File: src/rtl/pulse_stretcher_if.sv
// pulse_stretcher_if: trigger/config inputs and status outputs of the pulse stretcher
// master drives trigger/length/holdoff; slave (the stretcher) drives pulse_out/busy/done/missed.
interface pulse_stretcher_if #(parameter int CNT_BITS = 16);
  logic                trigger;
  logic [CNT_BITS-1:0] length;
  logic [CNT_BITS-1:0] holdoff;
  logic                pulse_out;
  logic                busy;
  logic                done;
  logic                missed;
  modport master (output trigger, length, holdoff, input pulse_out, busy, done, missed);
  modport slave (input trigger, length, holdoff, output pulse_out, busy, done, missed);
endinterface

File: src/rtl/pulse_stretcher.sv
// pulse_stretcher: stretches a one-cycle trigger into a length-cycle pulse followed by a holdoff dead time
// Ports: clk, rst (async, active-high); s (slave): trigger, length, holdoff in; pulse_out, busy, done, missed out.
// Macro PULSE_STRETCHER_RETRIGGER_EN: a trigger while the pulse is high restarts the length count.
module pulse_stretcher #(parameter int CNT_BITS = 16) (
  input logic clk,
  input logic rst,
  pulse_stretcher_if.slave s
);
  typedef enum logic [1:0] {IDLE, ACTIVE, HOLDOFF} state_t;
  state_t state, state_n;
  logic [CNT_BITS-1:0] cnt, cnt_n, hold_q, hold_n;
  logic pulse_q, pulse_n, done_q, done_n, missed_q, missed_n;
  always_ff @(posedge clk or posedge rst)
    if (rst) begin
      state <= IDLE;
      cnt <= '0;
      hold_q <= '0;
      pulse_q <= 1'b0;
      done_q <= 1'b0;
      missed_q <= 1'b0;
    end else begin
      state <= state_n;
      cnt <= cnt_n;
      hold_q <= hold_n;
      pulse_q <= pulse_n;
      done_q <= done_n;
      missed_q <= missed_n;
    end
  always_comb begin
    state_n = state;
    cnt_n = cnt;
    hold_n = hold_q;
    pulse_n = 1'b0;
    done_n = 1'b0;
    missed_n = 1'b0;
    case (state)
      IDLE: if (s.trigger && s.length != '0) begin
        state_n = ACTIVE;
        cnt_n = s.length - 1'b1;
        hold_n = s.holdoff;
        pulse_n = 1'b1;
      end
      ACTIVE: begin
        pulse_n = cnt != '0;
        done_n = cnt == '0;
        missed_n = s.trigger;
        cnt_n = cnt != '0 ? cnt - 1'b1 : hold_q != '0 ? hold_q - 1'b1 : '0;
        state_n = cnt != '0 ? ACTIVE : hold_q != '0 ? HOLDOFF : IDLE;
`ifdef PULSE_STRETCHER_RETRIGGER_EN
        // A valid retrigger overrides the end-of-pulse decision above.
        if (s.trigger && s.length != '0) begin
          state_n = ACTIVE;
          cnt_n = s.length - 1'b1;
          hold_n = s.holdoff;
          pulse_n = 1'b1;
          done_n = 1'b0;
          missed_n = 1'b0;
        end
`endif
      end
      HOLDOFF: begin
        missed_n = s.trigger;
        cnt_n = cnt != '0 ? cnt - 1'b1 : '0;
        state_n = cnt != '0 ? HOLDOFF : IDLE;
      end
      default: state_n = IDLE;
    endcase
  end
  assign s.pulse_out = pulse_q;
  assign s.busy = state != IDLE;
  assign s.done = done_q;
  assign s.missed = missed_q;
endmodule
File: src/flat_wrapper.sv
// flat-port wrapper written by rule: the top's interface ports become plain ports
module pulse_stretcher_flat 
#(parameter int CNT_BITS = 16)
  (clk, rst, s_trigger, s_length, s_holdoff, s_pulse_out, s_busy, s_done, s_missed);
  pulse_stretcher_if #(.CNT_BITS(CNT_BITS)) s_i ();
  input logic clk;
  input logic rst;
  input wire logic [$bits(s_i.trigger)-1:0] s_trigger;
  input wire logic [$bits(s_i.length)-1:0] s_length;
  input wire logic [$bits(s_i.holdoff)-1:0] s_holdoff;
  output wire logic [$bits(s_i.pulse_out)-1:0] s_pulse_out;
  output wire logic [$bits(s_i.busy)-1:0] s_busy;
  output wire logic [$bits(s_i.done)-1:0] s_done;
  output wire logic [$bits(s_i.missed)-1:0] s_missed;
  assign s_i.trigger = s_trigger;
  assign s_i.length = s_length;
  assign s_i.holdoff = s_holdoff;
  assign s_pulse_out = s_i.pulse_out;
  assign s_busy = s_i.busy;
  assign s_done = s_i.done;
  assign s_missed = s_i.missed;
  pulse_stretcher #(.CNT_BITS(CNT_BITS)) u_core (.clk(clk), .rst(rst), .s(s_i));
endmodule
File: config.mk
export PLATFORM = sky130hd
export DESIGN_NAME = pulse_stretcher_flat
export DESIGN_NICKNAME = d
export VERILOG_FILES = /design/src/rtl/pulse_stretcher_if.sv /design/src/rtl/pulse_stretcher.sv /design/src/flat_wrapper.sv
export SDC_FILE = /design/constraint.sdc
export NUM_CORES = 1
export LEC_CHECK = 0
export CELL_PAD_IN_SITES_DETAIL_PLACEMENT = 1
export CELL_PAD_IN_SITES_GLOBAL_PLACEMENT = 2
export CORE_MARGIN = 1.5
export CORE_UTILIZATION = 36
export DETAILED_ROUTE_END_ITERATION = 16
export GPL_ROUTABILITY_DRIVEN = 0
export HOLD_SLACK_MARGIN = 0.12
export PLACE_DENSITY = 0.84
export SYNTH_ARGS = -nofsm -noshare
export SYNTH_HDL_FRONTEND = slang
export SYNTH_SLANG_ARGS = --single-unit
export TNS_END_PERCENT = 5
File: constraint.sdc
create_clock -name clk -period 3.87 [get_ports clk]
set_input_delay 0.774 -clock clk [delete_from_list [all_inputs] [get_ports clk]]
set_output_delay 0.774 -clock clk [all_outputs]
set_load 0.1 [all_outputs]
==> impl_metrics.env <==
export IMPL_dp_slack_ns=0.547
export IMPL_diodes=0
export IMPL_final_area_um2=3330
export IMPL_clkLatencyLatePin_ns=0.30
export IMPL_cp_slowest_cell="nor4_1"
export IMPL_clk_pin_slew_ns=0.08
export IMPL_first_pass_iters=4
export IMPL_critPathKind="in2reg"
export IMPL_status="complete, no violations"
export IMPL_fillers=845
export IMPL_grt_pass1_wl_mm=13.3
export IMPL_drv_cap=0
export IMPL_cts_tree="done"
export IMPL_routed_via_density=5.67
export IMPL_grtUsageTotal=0.204
export IMPL_skew_ns=0.00384
export IMPL_cp_num_buf_inv=1
export IMPL_root_buffer="clkbuf_8"
export IMPL_cp_end_kind="flip-flop"
export IMPL_ctsHoldBuffers=0
export IMPL_cts_made_buffers=5
export IMPL_crit_path_start_kind="input pin"
export IMPL_layout_common_cells="37 x clkdlybuf4s50_1, 37 x dfrtp_1, 31 x nor2_1, 22 x o21ai_0, 17 x mux2_2"
export IMPL_drt_iter0_drc=131
export IMPL_setup_tns_ns=0
export IMPL_synthAdderAreaFrac=0.0319
export IMPL_clock_sinks=37
export IMPL_ys_async_sr_fraction=1.00
export IMPL_critical_path_depth=7
export IMPL_drt_total_wl_mm=7.80
export IMPL_io_pins=39
export IMPL_clock_path_buffers=2
export IMPL_max_stage_delay_ns=0.53
export IMPL_power_density_nw_per_um2=699
export IMPL_crit_chain="clkdlybuf4s50_1, nor4_1, nand2_1, o21ai_1, a21o_1, nor2_1, a221o_1"
export IMPL_fp_coreArea_um2=7330
export IMPL_antenna_found_initial=0
export IMPL_synth_top_family_by_area="simple AND/OR/NAND/NOR gates"
export IMPL_setup_ws_ns=0.889
export IMPL_finalHoldViolCount=0
export IMPL_syn_instance_count=305
export IMPL_rsz0062_at_grt="no"
export IMPL_setup_viol=0
export IMPL_avgSynthCellArea_um2=9.00
export IMPL_syn_area_um2=2750
export IMPL_post_route_drc_count=0
export IMPL_post_synth_and_or_nand_nor_area_fraction=0.221
export IMPL_htreeDepth=2
export IMPL_final_nets=385
export IMPL_worstMarginPinSlew_ns=0.962
export IMPL_ys_ff_latch=37
export IMPL_dieArea_um2=8160
export IMPL_cts_setup_buffers=0
export IMPL_yosys_warnings=0
export IMPL_power_mw=2.33
export IMPL_rrSetupSlack_ns=1.28
export IMPL_drtAntennaViolNets=0
export IMPL_synth_compound_gate_area_share=0.198
export IMPL_ff2ff_path_depth=8
export IMPL_hp_class="reg2reg"
export IMPL_initial_core_util=0.375
export IMPL_cp_top_family="compound AO/OA/AOI/OAI gates"
export IMPL_fmax_mhz=335
export IMPL_grt_max_degree=21
export IMPL_dpl_cell_area_um2=3230
export IMPL_vias=2511
export IMPL_num_rows=31
export IMPL_die_w_um=90.3
export IMPL_critPathArrivalTime_ns=3.17
export IMPL_yosys_area_share_xor_xnor=0.0797
export IMPL_crit_required_ns=4.06
export IMPL_synth_edf_count=0
export IMPL_grt_pass1_vias=2663
export IMPL_vdd_drop_max_mv=0.257
export IMPL_ys_seq_area_frac=0.337
export IMPL_finalCritPeriodShare=0.770
export IMPL_post_cts_resize_count=0
export IMPL_cp_startpoint="s_length[5]"
export IMPL_syn2layout_area_growth_pct=21.1
export IMPL_fin_crit_ns=2.98
export IMPL_total_leakage_power_nw=1.30
export IMPL_synth_cell_types=60
export IMPL_ys_flop_type="dfrtp_1"
export IMPL_port_buffers=38
export IMPL_muxShareOfSynthArea=0.0811
export IMPL_wl_per_cell_um=17.6
export IMPL_r2r_start="u_core.hold_q[0]$_DFFE_PP0P_"
export IMPL_critPathMaxFanout=15
export IMPL_r2r_end="u_core.cnt[14]$_DFFE_PP0P_"
export IMPL_slew_violations=0
export IMPL_drive_above_1_share=0.145
export IMPL_syn_num_nets=347
export IMPL_endpoint="u_core.cnt[11]$_DFFE_PP0P_"
export IMPL_die_y_um=90.3
export IMPL_max_slew_margin_rel=0.356
export IMPL_dp_hpwl_mm=6.01
export IMPL_grt_overflow_total=0
==> report_power, final <==
part / switching [mW] / internal (mW)
combinational: 0.706 / 0.510
sequential: 0.233 / 0.567
clock: 0.149 / 0.161
==> kinds of logic after synthesis <==
group / count (synthesis)
AOI/OAI and AO/OA: 79
xor gates and xnor gates: 25
adders and majority gates: 7
buffers and inverters: 30
DFF: 37
muxes: 20
and+or+nand+nor: 107
==> worst min path at each step <==
| stage | start | endpoint | slack [ns] | cells after the start |
|---|---|---|---|---|
| 3_5_place_dp | u_core.cnt[1]$_DFFE_PP0P_ | u_core.cnt[1]$_DFFE_PP0P_ | 0.55 | 1 |
| 2_1_floorplan | u_core.cnt[1]$_DFFE_PP0P_ | u_core.cnt[1]$_DFFE_PP0P_ | 0.50 | 1 |
| 6_report | u_core.cnt[1]$_DFFE_PP0P_ | u_core.cnt[1]$_DFFE_PP0P_ | 0.57 | 1 |
| 4_1_cts | u_core.cnt[1]$_DFFE_PP0P_ | u_core.cnt[1]$_DFFE_PP0P_ | 0.57 | 1 |
| 5_1_grt | u_core.hold_q[6]$_DFFE_PP0P_ | u_core.hold_q[6]$_DFFE_PP0P_ | 0.60 | 1 |
| 3_3_place_gp | u_core.hold_q[15]$_DFFE_PP0P_ | u_core.hold_q[15]$_DFFE_PP0P_ | 0.52 | 1 |
==> synthesized netlist by cell type (2+ instances only) <==
cell,number,share of area
a211oi_1,3,0.0082
xnor2_1,16,0.051
and3_1,2,0.0046
buf_6,2,0.0082
o32ai_1,2,0.0064
mux2i_1,2,0.0073
nand2_1,16,0.022
o31ai_1,4,0.011
o311ai_2,2,0.012
nor4_1,10,0.023
a221o_1,2,0.0073
a22oi_1,3,0.0082
o21ai_1,4,0.0073
a21oi_1,15,0.027
and2_1,3,0.0068
or3_1,4,0.0091
mux2_2,17,0.070
nor2_1,31,0.042
buf_2,3,0.0055
nand3_1,8,0.015
or4_4,2,0.0082
clkbuf_1,8,0.011
or4_1,2,0.0055
dfrtp_1,37,0.34
xor2_1,9,0.029
a22o_1,3,0.0096
nor3b_1,2,0.0055
ha_1,7,0.032
a31oi_1,4,0.0091
nor3_1,13,0.024
o21ai_0,22,0.040
inv_1,15,0.020
nand3b_1,2,0.0055
buf_4,2,0.0055
a32oi_1,3,0.0096
==> per-layer routing <==
metal	GRT usage	routed length [um]	vias to the layer above
met5	0	0	-
met4	0.0556	137	0
met3	0.0404	200	11
met2	0.348	3860	39
met1	0.262	3610	1255
li1	-	-	1206
==> state kept, by name, summed over array words and instances, names as in the netlist <==
signal / flops
u_core.state: 2
u_core.cnt: 16
u_core.s.done: 1
u_core.s.missed: 1
u_core.hold_q: 16
u_core.s.pulse_out: 1
==> per-stage QoR <==
step,hold slack (ns),util,instances
global route,0.602,0.454,443
CTS,0.570,0.454,443
finish,0.568,0.454,443
global placement,0.523,0.440,435
floorplan,0.497,-,305
detailed placement,0.545,0.440,435
==> final cells by class <==
cell class	count	area, um2	share of cell area
clock buffer	7	96.3	0.0290
sequential	37	926	0.278
tap	99	124	0.0372
clock inverter	1	5.00	0.00150
multi-input combinational	238	1680	0.505
inverter	15	56.3	0.0169
timing repair buffer	46	438	0.132
(Power assumes the default switching activity.)
